## config.mk

```make
export PLATFORM = sky130hd
export DESIGN_NAME = dma_fifo_ctrl_flat
export DESIGN_NICKNAME = d
export VERILOG_FILES = /design/src/rtl/dma_fifo_ctrl_pkg.sv /design/src/rtl/dma_fifo_ctrl_if.sv /design/src/rtl/dma_fifo_ctrl_mem.sv /design/src/rtl/dma_fifo_ctrl.sv /design/src/flat_wrapper.sv
export SDC_FILE = /design/constraint.sdc
export NUM_CORES = 1
export LEC_CHECK = 0
export BUFFER_PORTS_ARGS = -buffer_cell sky130_fd_sc_hd__buf_2
export CORE_MARGIN = 10
export CORE_UTILIZATION = 45
export DETAILED_ROUTE_END_ITERATION = 12
export GPL_ROUTABILITY_DRIVEN = 1
export GPL_TIMING_DRIVEN = 1
export PLACE_DENSITY = 0.73
export SYNTH_ARGS = -nofsm -noshare
export SYNTH_HDL_FRONTEND = slang
export SYNTH_SLANG_ARGS = --single-unit
```

## constraint.sdc

```tcl
create_clock -name clk0 -period 4.91 [get_ports clk0]
set_input_delay 0.982 -clock clk0 [delete_from_list [all_inputs] [get_ports clk0]]
set_output_delay 0.982 -clock clk0 [all_outputs]
set_load 0.02 [all_outputs]
```

## src/rtl/dma_fifo_ctrl_pkg.sv

```systemverilog
// Purpose : shared widths, FSM state encodings and step helpers for the DMA FIFO controller.
// Latency : n/a (types and constants only).
// Backpressure: n/a.
// Contents: data_size, dma_fifo_depth, fifo_aw, read/write FSM enums, step constants, step_enc().
package dma_fifo_ctrl_pkg;

   localparam int data_size      = 32;
   localparam int dma_fifo_depth = 4;
   localparam int fifo_aw        = 3;
   localparam int fifo_depth     = 1 << fifo_aw;

   typedef logic [dma_fifo_depth-1:0] step_t;

   localparam step_t step_none = step_t'(0);
   localparam step_t step_byte = step_t'(1);
   localparam step_t step_half = step_t'(2);
   localparam step_t step_word = step_t'(4);

   typedef enum logic {
      R_IDLE = 1'b0,
      R_REQ  = 1'b1
   } rd_state_t;

   typedef enum logic {
      W_IDLE = 1'b0,
      W_REQ  = 1'b1
   } wr_state_t;

   // Widest qualifier wins when the register block asserts more than one.
   function automatic step_t step_enc(input logic inc1, input logic inc2, input logic inc4);
      if (inc4)      return step_word;
      else if (inc2) return step_half;
      else if (inc1) return step_byte;
      else           return step_none;
   endfunction

endpackage

```

## src/rtl/dma_fifo_ctrl_if.sv

```systemverilog
// Purpose : bundles the register-block qualifiers, memory read/write handshakes and FIFO status.
// Latency : n/a (wires only).
// Backpressure: n/a; slave = transfer engine view, master = environment view.
interface dma_fifo_ctrl_if;
   import dma_fifo_ctrl_pkg::*;

   // register block qualifiers
   logic                        fifo_rd_enb;
   logic                        fifo_wr_enb;
   logic                        rd_inc1;
   logic                        rd_inc2;
   logic                        rd_inc4;
   logic                        wr_inc1;
   logic                        wr_inc2;
   logic                        wr_inc4;
   // memory read port
   logic                        mem_rd_req;
   logic                        mem_rd_ack;
   logic [data_size-1:0]        mem_rd_data;
   // memory write port
   logic                        mem_wr_req;
   logic                        mem_wr_ack;
   logic [data_size-1:0]        mem_wr_data;
   // beat reports back to the register block and FIFO status
   logic                        fifo_wr;
   logic                        fifo_rd;
   logic [dma_fifo_depth-1:0]   dma_rd_addr_cnt;
   logic [dma_fifo_depth-1:0]   dma_wr_addr_cnt;
   logic                        fifo_full;
   logic                        fifo_empty;
   logic [fifo_aw:0]            fifo_level;

   modport slave (
      input  fifo_rd_enb, fifo_wr_enb,
      input  rd_inc1, rd_inc2, rd_inc4, wr_inc1, wr_inc2, wr_inc4,
      input  mem_rd_ack, mem_rd_data, mem_wr_ack,
      output mem_rd_req, mem_wr_req, mem_wr_data,
      output fifo_wr, fifo_rd, dma_rd_addr_cnt, dma_wr_addr_cnt,
      output fifo_full, fifo_empty, fifo_level
   );

   modport master (
      output fifo_rd_enb, fifo_wr_enb,
      output rd_inc1, rd_inc2, rd_inc4, wr_inc1, wr_inc2, wr_inc4,
      output mem_rd_ack, mem_rd_data, mem_wr_ack,
      input  mem_rd_req, mem_wr_req, mem_wr_data,
      input  fifo_wr, fifo_rd, dma_rd_addr_cnt, dma_wr_addr_cnt,
      input  fifo_full, fifo_empty, fifo_level
   );

endinterface

```

## src/rtl/dma_fifo_ctrl_mem.sv

```systemverilog
// Purpose : 2**fifo_aw-entry storage with wrapping read/write pointers and registered level/full/empty.
// Latency : push visible in level/full/empty one edge later; head_data is a combinational read at rd_ptr.
// Backpressure: none here; the caller must not push when full or pop when empty.
// Ports   : clk, reset (async active-low), push/push_data, pop, head_data, level, full, empty.
module dma_fifo_mem
   import dma_fifo_ctrl_pkg::*;
(
   input  logic                  clk,
   input  logic                  reset,
   input  logic                  push,
   input  logic [data_size-1:0]  push_data,
   input  logic                  pop,
   output logic [data_size-1:0]  head_data,
   output logic [fifo_aw:0]      level,
   output logic                  full,
   output logic                  empty
);

   localparam logic [fifo_aw-1:0] ptr_one  = 1;
   localparam logic [fifo_aw:0]   lvl_one  = 1;
   localparam logic [fifo_aw:0]   lvl_full = (fifo_aw+1)'(fifo_depth);

   logic [data_size-1:0] mem_q [fifo_depth];
   logic [fifo_aw-1:0]   wr_ptr;
   logic [fifo_aw-1:0]   rd_ptr;
   logic [fifo_aw:0]     level_nxt;

   // Contents are don't-care after reset, so the array carries no reset.
   always_ff @(posedge clk) begin
      if (push) mem_q[wr_ptr] <= push_data;
   end

   assign head_data = mem_q[rd_ptr];

   always_comb begin
      level_nxt = level;
      case ({push, pop})
         2'b10:   level_nxt = level + lvl_one;
         2'b01:   level_nxt = level - lvl_one;
         default: level_nxt = level;
      endcase
   end

   // full/empty are registered from the next level so they line up with level.
   always_ff @(posedge clk or negedge reset) begin
      if (!reset) begin
         wr_ptr <= '0;
         rd_ptr <= '0;
         level  <= '0;
         full   <= 1'b0;
         empty  <= 1'b1;
      end else begin
         if (push) wr_ptr <= wr_ptr + ptr_one;
         if (pop)  rd_ptr <= rd_ptr + ptr_one;
         level <= level_nxt;
         full  <= (level_nxt == lvl_full);
         empty <= (level_nxt == '0);
      end
   end

   a_no_push_full: assert property (@(posedge clk) disable iff (!reset) !(push && full));
   a_no_pop_empty: assert property (@(posedge clk) disable iff (!reset) !(pop && empty));

endmodule

```

## src/rtl/dma_fifo_ctrl.sv

```systemverilog
// Purpose : fetches beats from the memory read port into a FIFO and drains them to the memory write port.
// Latency : req one edge after enable; fifo_wr/fifo_rd pulse the cycle after the matching ack; 2-cycle min beat.
// Backpressure: reads stall while full, writes stall while empty; requests hold until acked, never abort.
// Ports   : clk0, reset (async active-low), bus (dma_fifo_ctrl_if.slave: qualifiers, mem rd/wr, beat pulses, status).
module dma_fifo_ctrl
   import dma_fifo_ctrl_pkg::*;
(
   input  logic            clk0,
   input  logic            reset,
   dma_fifo_ctrl_if.slave  bus
);

   rd_state_t            rd_state, rd_state_nxt;
   wr_state_t            wr_state, wr_state_nxt;
   step_t                rd_step, wr_step;
   step_t                rd_step_q, wr_step_q;
   logic                 rd_start, wr_start;
   logic                 push, pop;
   logic                 fifo_wr_q, fifo_rd_q;
   step_t                rd_cnt_q, wr_cnt_q;
   logic [data_size-1:0] wr_data_q;
   logic [data_size-1:0] head_data;
   logic [fifo_aw:0]     level;
   logic                 full, empty;

   assign rd_step = step_enc(bus.rd_inc1, bus.rd_inc2, bus.rd_inc4);
   assign wr_step = step_enc(bus.wr_inc1, bus.wr_inc2, bus.wr_inc4);

   dma_fifo_mem u_mem (
      .clk       (clk0),
      .reset     (reset),
      .push      (push),
      .push_data (bus.mem_rd_data),
      .pop       (pop),
      .head_data (head_data),
      .level     (level),
      .full      (full),
      .empty     (empty)
   );

   // Read side: only one read is ever outstanding, so checking full in idle is enough.
   always_comb begin
      rd_state_nxt = rd_state;
      rd_start     = 1'b0;
      push         = 1'b0;
      case (rd_state)
         R_IDLE: begin
            if (bus.fifo_rd_enb && (rd_step != step_none) && !full) begin
               rd_state_nxt = R_REQ;
               rd_start     = 1'b1;
            end
         end
         R_REQ: begin
            if (bus.mem_rd_ack) begin
               push         = 1'b1;
               rd_state_nxt = R_IDLE;
            end
         end
         default: rd_state_nxt = R_IDLE;
      endcase
   end

   // Write side: the head entry is captured on entry so mem_wr_data is stable for the whole request.
   always_comb begin
      wr_state_nxt = wr_state;
      wr_start     = 1'b0;
      pop          = 1'b0;
      case (wr_state)
         W_IDLE: begin
            if (bus.fifo_wr_enb && (wr_step != step_none) && !empty) begin
               wr_state_nxt = W_REQ;
               wr_start     = 1'b1;
            end
         end
         W_REQ: begin
            if (bus.mem_wr_ack) begin
               pop          = 1'b1;
               wr_state_nxt = W_IDLE;
            end
         end
         default: wr_state_nxt = W_IDLE;
      endcase
   end

   always_ff @(posedge clk0 or negedge reset) begin
      if (!reset) begin
         rd_state  <= R_IDLE;
         wr_state  <= W_IDLE;
         rd_step_q <= step_none;
         wr_step_q <= step_none;
         fifo_wr_q <= 1'b0;
         fifo_rd_q <= 1'b0;
         rd_cnt_q  <= step_none;
         wr_cnt_q  <= step_none;
         wr_data_q <= '0;
      end else begin
         rd_state  <= rd_state_nxt;
         wr_state  <= wr_state_nxt;
         fifo_wr_q <= push;
         fifo_rd_q <= pop;
         if (rd_start) rd_step_q <= rd_step;
         if (wr_start) begin
            wr_step_q <= wr_step;
            wr_data_q <= head_data;
         end
         // Counts hold between pulses; the register block samples them only with the pulse.
         if (push) rd_cnt_q <= rd_step_q;
         if (pop)  wr_cnt_q <= wr_step_q;
      end
   end

   assign bus.mem_rd_req      = (rd_state == R_REQ);
   assign bus.mem_wr_req      = (wr_state == W_REQ);
   assign bus.mem_wr_data     = wr_data_q;
   assign bus.fifo_wr         = fifo_wr_q;
   assign bus.fifo_rd         = fifo_rd_q;
   assign bus.dma_rd_addr_cnt = rd_cnt_q;
   assign bus.dma_wr_addr_cnt = wr_cnt_q;
   assign bus.fifo_full       = full;
   assign bus.fifo_empty      = empty;
   assign bus.fifo_level      = level;

endmodule

```

## src/flat_wrapper.sv

```systemverilog
// flat-port wrapper written by rule: the top's interface ports become plain ports
module dma_fifo_ctrl_flat import dma_fifo_ctrl_pkg::*;
  (clk0, reset, bus_fifo_rd_enb, bus_fifo_wr_enb, bus_rd_inc1, bus_rd_inc2, bus_rd_inc4, bus_wr_inc1, bus_wr_inc2, bus_wr_inc4, bus_mem_rd_ack, bus_mem_rd_data, bus_mem_wr_ack, bus_mem_rd_req, bus_mem_wr_req, bus_mem_wr_data, bus_fifo_wr, bus_fifo_rd, bus_dma_rd_addr_cnt, bus_dma_wr_addr_cnt, bus_fifo_full, bus_fifo_empty, bus_fifo_level);
  dma_fifo_ctrl_if bus_i ();
  input  logic clk0;
  input  logic reset;
  input wire logic [$bits(bus_i.fifo_rd_enb)-1:0] bus_fifo_rd_enb;
  input wire logic [$bits(bus_i.fifo_wr_enb)-1:0] bus_fifo_wr_enb;
  input wire logic [$bits(bus_i.rd_inc1)-1:0] bus_rd_inc1;
  input wire logic [$bits(bus_i.rd_inc2)-1:0] bus_rd_inc2;
  input wire logic [$bits(bus_i.rd_inc4)-1:0] bus_rd_inc4;
  input wire logic [$bits(bus_i.wr_inc1)-1:0] bus_wr_inc1;
  input wire logic [$bits(bus_i.wr_inc2)-1:0] bus_wr_inc2;
  input wire logic [$bits(bus_i.wr_inc4)-1:0] bus_wr_inc4;
  input wire logic [$bits(bus_i.mem_rd_ack)-1:0] bus_mem_rd_ack;
  input wire logic [$bits(bus_i.mem_rd_data)-1:0] bus_mem_rd_data;
  input wire logic [$bits(bus_i.mem_wr_ack)-1:0] bus_mem_wr_ack;
  output wire logic [$bits(bus_i.mem_rd_req)-1:0] bus_mem_rd_req;
  output wire logic [$bits(bus_i.mem_wr_req)-1:0] bus_mem_wr_req;
  output wire logic [$bits(bus_i.mem_wr_data)-1:0] bus_mem_wr_data;
  output wire logic [$bits(bus_i.fifo_wr)-1:0] bus_fifo_wr;
  output wire logic [$bits(bus_i.fifo_rd)-1:0] bus_fifo_rd;
  output wire logic [$bits(bus_i.dma_rd_addr_cnt)-1:0] bus_dma_rd_addr_cnt;
  output wire logic [$bits(bus_i.dma_wr_addr_cnt)-1:0] bus_dma_wr_addr_cnt;
  output wire logic [$bits(bus_i.fifo_full)-1:0] bus_fifo_full;
  output wire logic [$bits(bus_i.fifo_empty)-1:0] bus_fifo_empty;
  output wire logic [$bits(bus_i.fifo_level)-1:0] bus_fifo_level;
  assign bus_i.fifo_rd_enb = bus_fifo_rd_enb;
  assign bus_i.fifo_wr_enb = bus_fifo_wr_enb;
  assign bus_i.rd_inc1 = bus_rd_inc1;
  assign bus_i.rd_inc2 = bus_rd_inc2;
  assign bus_i.rd_inc4 = bus_rd_inc4;
  assign bus_i.wr_inc1 = bus_wr_inc1;
  assign bus_i.wr_inc2 = bus_wr_inc2;
  assign bus_i.wr_inc4 = bus_wr_inc4;
  assign bus_i.mem_rd_ack = bus_mem_rd_ack;
  assign bus_i.mem_rd_data = bus_mem_rd_data;
  assign bus_i.mem_wr_ack = bus_mem_wr_ack;
  assign bus_mem_rd_req = bus_i.mem_rd_req;
  assign bus_mem_wr_req = bus_i.mem_wr_req;
  assign bus_mem_wr_data = bus_i.mem_wr_data;
  assign bus_fifo_wr = bus_i.fifo_wr;
  assign bus_fifo_rd = bus_i.fifo_rd;
  assign bus_dma_rd_addr_cnt = bus_i.dma_rd_addr_cnt;
  assign bus_dma_wr_addr_cnt = bus_i.dma_wr_addr_cnt;
  assign bus_fifo_full = bus_i.fifo_full;
  assign bus_fifo_empty = bus_i.fifo_empty;
  assign bus_fifo_level = bus_i.fifo_level;
  dma_fifo_ctrl u_core (.clk0(clk0), .reset(reset), .bus(bus_i));
endmodule
```

* After elaboration in Yosys (flattened, before gate mapping) *
Memories as Yosys holds them, arrays and structs flattened. A register that Yosys moved wholly into a read port is not among the register bits.
Cells that the tools add are included.

word-level totals
  register bits after elaboration = 32
  bits in latches = 0
  bits in writable memories = 256
  ROM bits = 0
  bits of input ports = 44
  word-level logic and storage cells = 54
  memories kept = 1

cells by class
  add/subtract/negate cells = 4
  $mul = 0
  divide/modulo/power cells = 0
  magnitude comparators = 0
  equal/unequal tests = 3
  shift-type cells = 0
  mux-type cells = 21
  bitwise operators = 2
  reductions and logical operators = 10

memories
  name                words  bits a word  rd ports  clocked after Yosys merged registers in  wr ports  RTL line                 source
  u_core.u_mem.mem_q  8      32           1         1                                        1         dma_fifo_ctrl_mem.sv:23  logic [data_size-1:0] mem_q [fifo_depth];

operators with widths
  kind                                              count
  2-to-1 mux 4 bit                                  4
  2-to-1 mux 1 bit                                  14
  case mux 4 bit (2 select lines)                   1
  nonzero test 4 bit                                2
  adder 3 x 1 -> 3 bit, second input constant       2
  adder 4 x 1 -> 4 bit, second input constant       1
  == test 4 bit, second input constant              1
  logical AND 1 bit                                 4
  zero test 4 bit                                   1
  case mux 1 bit (2 select lines)                   2
  subtractor 4 x 1 -> 4 bit, second input constant  1
  zero test 1 bit                                   3
  == test 2 x 1 -> 1 bit, second input constant     1
  == test 2 bit, second input constant              1
  NOT 1 bit                                         2

* Longest topological paths before layout *
  depth in word-level cells = 8
  gate-level depth with buffers = 11
  depth with buffers taken out = 10

* By module *
A second synthesis with hierarchy kept.

unflattened totals
  cells, all modules = 559
  area total of the unflattened synthesis = 12389.4 sq um

modules (own cells, without submodules)
  module         times used  cells an instance  area an instance (sq um)  sequential area each (sq um)
  dma_fifo_mem   1           434                10402.5                   7988.9
  dma_fifo_ctrl  1           125                1986.9                    1201.2

* Worst setup path before layout *
OpenSTA, ideal clock, no wires.

  path kind = input to register
  from = input bus_mem_rd_ack
  to = memory u_core.u_mem.mem_q[0][0] (enable)
  arrival time = 4.345 ns
  data required time = 4.409 ns
  slack = 0.064 ns
  stages on the path = 3
  path buffers = 1
  path through = nand2_2 clkbuf_1 nor4_1

on the way
  cells in the longest elaborated chain, start to end = 4

ends and longest elaborated chain
  element                                 RTL line                 source
  start: declaration                      flat_wrapper.sv:15       input wire logic [$bits(bus_i.mem_rd_ack)-1:0] bus_mem_rd_ack;
  2-to-1 mux 1 bit                        dma_fifo_ctrl.sv:54      if (bus.mem_rd_ack) begin
  2-to-1 mux 1 bit                        dma_fifo_ctrl.sv:46      case (rd_state)
  2-to-1 mux 1 bit                        dma_fifo_ctrl_mem.sv:30  if (push) mem_q[wr_ptr] <= push_data;
  2-to-1 mux 1 bit (not written as such)  dma_fifo_ctrl_mem.sv:30
  end: declaration                        dma_fifo_ctrl_mem.sv:23

No other way between the ends.

* Worst setup path in the final report *
  from = input bus_mem_rd_ack
  to = register u_core.u_mem.full

on the way
  cells in the longest elaborated chain, start to end = 5
  elaborated cells on any way between the ends = 6

ends and longest elaborated chain
  element                                                  RTL line                 source
  2-to-1 mux 1 bit *                                       dma_fifo_ctrl.sv:54
  2-to-1 mux 1 bit *                                       dma_fifo_ctrl.sv:46
  == test 2 x 1 -> 1 bit or == test 2 bit (tied branches)  dma_fifo_ctrl_mem.sv:37  case ({push, pop})
  case mux 4 bit (2 select lines) *                        dma_fifo_ctrl_mem.sv:37
  == test 4 bit *                                          dma_fifo_ctrl_mem.sv:56  full <= (level_nxt == lvl_full);
  end signal: assignment                                   dma_fifo_ctrl_mem.sv:56
  end: declaration                                         dma_fifo_ctrl_mem.sv:15  output logic full,

Mark *: on every way between the ends. The rest lies on a longest branch, timed or not.
A chain may end at the register's enable or synchronous reset.

==> flow_summary.toml <==
[logic_synthesis]
ys_ff_latch = 316
yosysTopAreaCell = "edfxtp_1"
synth_cell_type_count = 41
synth.most_common_cell = "edfxtp_1"
ys.flop_type = "edfxtp_1"
synth-seq-area-share = 0.7677
synthTopCellsByCount = "256 x edfxtp_1, 64 x mux4_2, 59 x dfrtp_1"
ys.warnings.count = 0
synthArstFlopShare = 0.1899
synthTopCellsByArea = "edfxtp_1 64%, dfrtp_1 12%, mux4_2 12%"
synth_edf_count = 256
synth_top_area_frac = 0.6422
synth.avg_cell_area_sq_um = 19.88
synth_cells = 602
synth.cell_area_sq_mm = 0.01197

[route]
vias = 5766
drt_iter0_markers = 395
routedWlPerCell_microns = 21.26
wl_mm = 22.62
drt_first_pass_iters = 5
vias_per_cell = 5.419
drc = 0
ant_nets = 0

[clock_network]
clk_pin_slew_ps = 70
cts_resized = 0
clockRootBuffer = "clkbuf_16"
cts_setup_buffers = 0
clk_latency_ps = 550
tritoncts = "yes"
cts_max_level = 1
ctsHoldBuffers = 0
numCtsBuffers = 30
clockBufferDepth = 3
cts.sink_count = 316

[sta]
skew_ps = 11.56
fmax_mhz = 370.0
period_share = 0.5505
final-hold-violation-count = 0
setup_viol = 0
rsz0062_at_grt = "no"
timing.hold.ws_ps = 495.5
fin_crit_ps = 2703
drv_slew = 0
max_slew.worst_pin.slew_ps = 1197
relSlewSlack = 0.2004
setup_tns_ps = 0
setup_ws_ps = 2207

[floorplan]
initial_utilization = 0.4581
fp.dieH_microns = 183.1
num_rows = 59
io_pins = 94
die-area_sq_mm = 0.03352
coreArea_sq_mm = 0.02613
die_w_microns = 183.1

[setup_path]
end_kind = "register"
worst_setup_path_start_kind = "input pin"
cp_slowest_cell = "a2111o_1"
timing.critical_path.buf_inv = 2
critPathTopFamily = "simple AND/OR/NAND/NOR gates"
cp.arrival_ps = 3180
critPathMaxFanout = 13
crit_required_ps = 5390
path_cells = "buf_2 -> nand2_2 -> inv_2 -> nor2_1 -> xor2_1 -> ha_1 -> a21oi_2 -> or3_4 -> a2111o_1 -> a31o_1 -> nor2b_2"
crit_type = "in -> reg"
cp_slowest_stage_delay_ps = 430

[global_route]
grt-ovfl-total = 0
grt_pass1_vias = 6319
use_met1 = 0.1686
grtUsageMet3 = 0.02451
grt_pass1_wl_mm = 35.62
top_usage_layer = "met2"
grt_use_met2 = 0.2374
antenna_found_initial = 2
track_usage = 0.1348
grt_max_degree = 51

[placement]
portBuffers = 91
dp_hpwl_mm = 13.28
place.gp.congestion = 0.8007
place_ws_ps = 1660

[power]
leakage_uw = 0.004826
p_per_area_mw_per_mm2 = 581.0
ir_drop_v = 0.0002711

[run_status]
status = "finished, final reports clean"

[layout]
utilization = 0.5282
nets = 752
syn2layout_area_growth_pct = 15.32
drive_gt1_frac = 0.3242

[run]
drv_cap = 0

[hold_path]
min-delay-path-class = "reg -> reg"
cells in the final DEF (no fill, tap or decap), types with 3 or more instances in the layout:
cell        instances
a21oi_1            36
buf_2              91
buf_4               9
clkbuf_1            7
clkbuf_16          30
clkbuf_8            7
clkinv_2            6
clkinvlp_4          4
dfrtp_1            56
edfxtp_1          256
ha_1                4
inv_1               8
mux2_2              3
mux2i_1            32
mux4_2             64
nand2_1            18
nor2_1             36
nor2_4              3
nor3_2              4
nor3b_1             3
o21ai_0             9
o22ai_1             3
xnor2_1             6
metal layers:
metal / share of wire / vias to the layer above
met2: 0.52 / 129
met1: 0.41 / 3022
met5: 0.00057 / -
li1: - / 2586
met4: 0.016 / 2
met3: 0.051 / 27
path summary, 6_finish.rpt:
| path | endpoint | startpoint | cells past startpoint | slack (ps) |
|---|---|---|---|---|
| max reg2reg | u_core.bus.mem_wr_data[20] | u_core.u_mem.rd_ptr[0] | 4 | 2300 |
| max | u_core.u_mem.full | bus_mem_rd_ack | 11 | 2210 |
| min in group asynchronous | u_core.bus.mem_wr_data[24] | reset | 1 | 580 |
| min | u_core.bus.dma_rd_addr_cnt[0] | u_core.rd_step_q[0] | 2 | 500 |
| max in group asynchronous | u_core.u_mem.empty | reset | 2 | 3410 |
| min reg2reg | u_core.bus.dma_rd_addr_cnt[0] | u_core.rd_step_q[0] | 2 | 500 |
cells by family (layout without fill, tap and decap cells):
family	Yosys count	in the layout	share of synthesized area
flops	316	316	0.7677
mux	99	99	0.1500
simple gates	76	76	0.02885
compound gates	58	58	0.02770
buf+inv	40	165	0.01537
xor+xnor	8	8	0.005854
fa+ha+maj	4	4	0.004181
other cells	1	3	0.0003133
worst min-delay path, stage by stage (launching register included):
cell	delay, ps
dfrtp_1	360
nand2_1	50
nand2_1	50
power by group:
group          total, uW  switching [uW]  internal, uW
clock network       2220             936          1290
logic               2020            1030           986
registers           3780             472          3310
state kept, by name, indices dropped and copies added (netlist names):
| signal | count |
|---|---|
| u_core.u_mem.empty | 1 |
| u_core.bus.dma_wr_addr_cnt | 3 |
| u_core.u_mem.mem_q | 256 |
| u_core.rd_step_q | 3 |
| u_core.u_mem.level | 4 |
| u_core.u_mem.full | 1 |
| u_core.u_mem.rd_ptr | 3 |
| u_core.u_mem.wr_ptr | 3 |
| u_core.bus.dma_rd_addr_cnt | 3 |
| u_core.wr_step_q | 3 |
| u_core.bus.fifo_wr | 1 |
| u_core.bus.mem_rd_req | 1 |
| u_core.bus.mem_wr_data | 32 |
| u_core.bus.mem_wr_req | 1 |
| u_core.bus.fifo_rd | 1 |
stage by stage:
step                cell area [sq um]  instances  power [uW]
floorplan                       11970        603        5227
CTS                             13800       1063        8136
detailed placement              12820       1007        5905
finish                          13800       1064        8021
global placement                12820       1007        5805
global route                    13800       1064        8431
area by class of cell:
class                           count  area (sq um)
Fill cell                        2034         12330
Sequential cell                   316          9196
Multi-Input combinational cell    247          2650
Clock buffer                       44         873.3
Timing Repair Buffer              100         523.0
Tap cell                          335         419.2
Clock inverter                     12         106.4
Inverter                            9         33.78
Antenna cell                        1         2.502
Power figures use the tool's default switching activity.
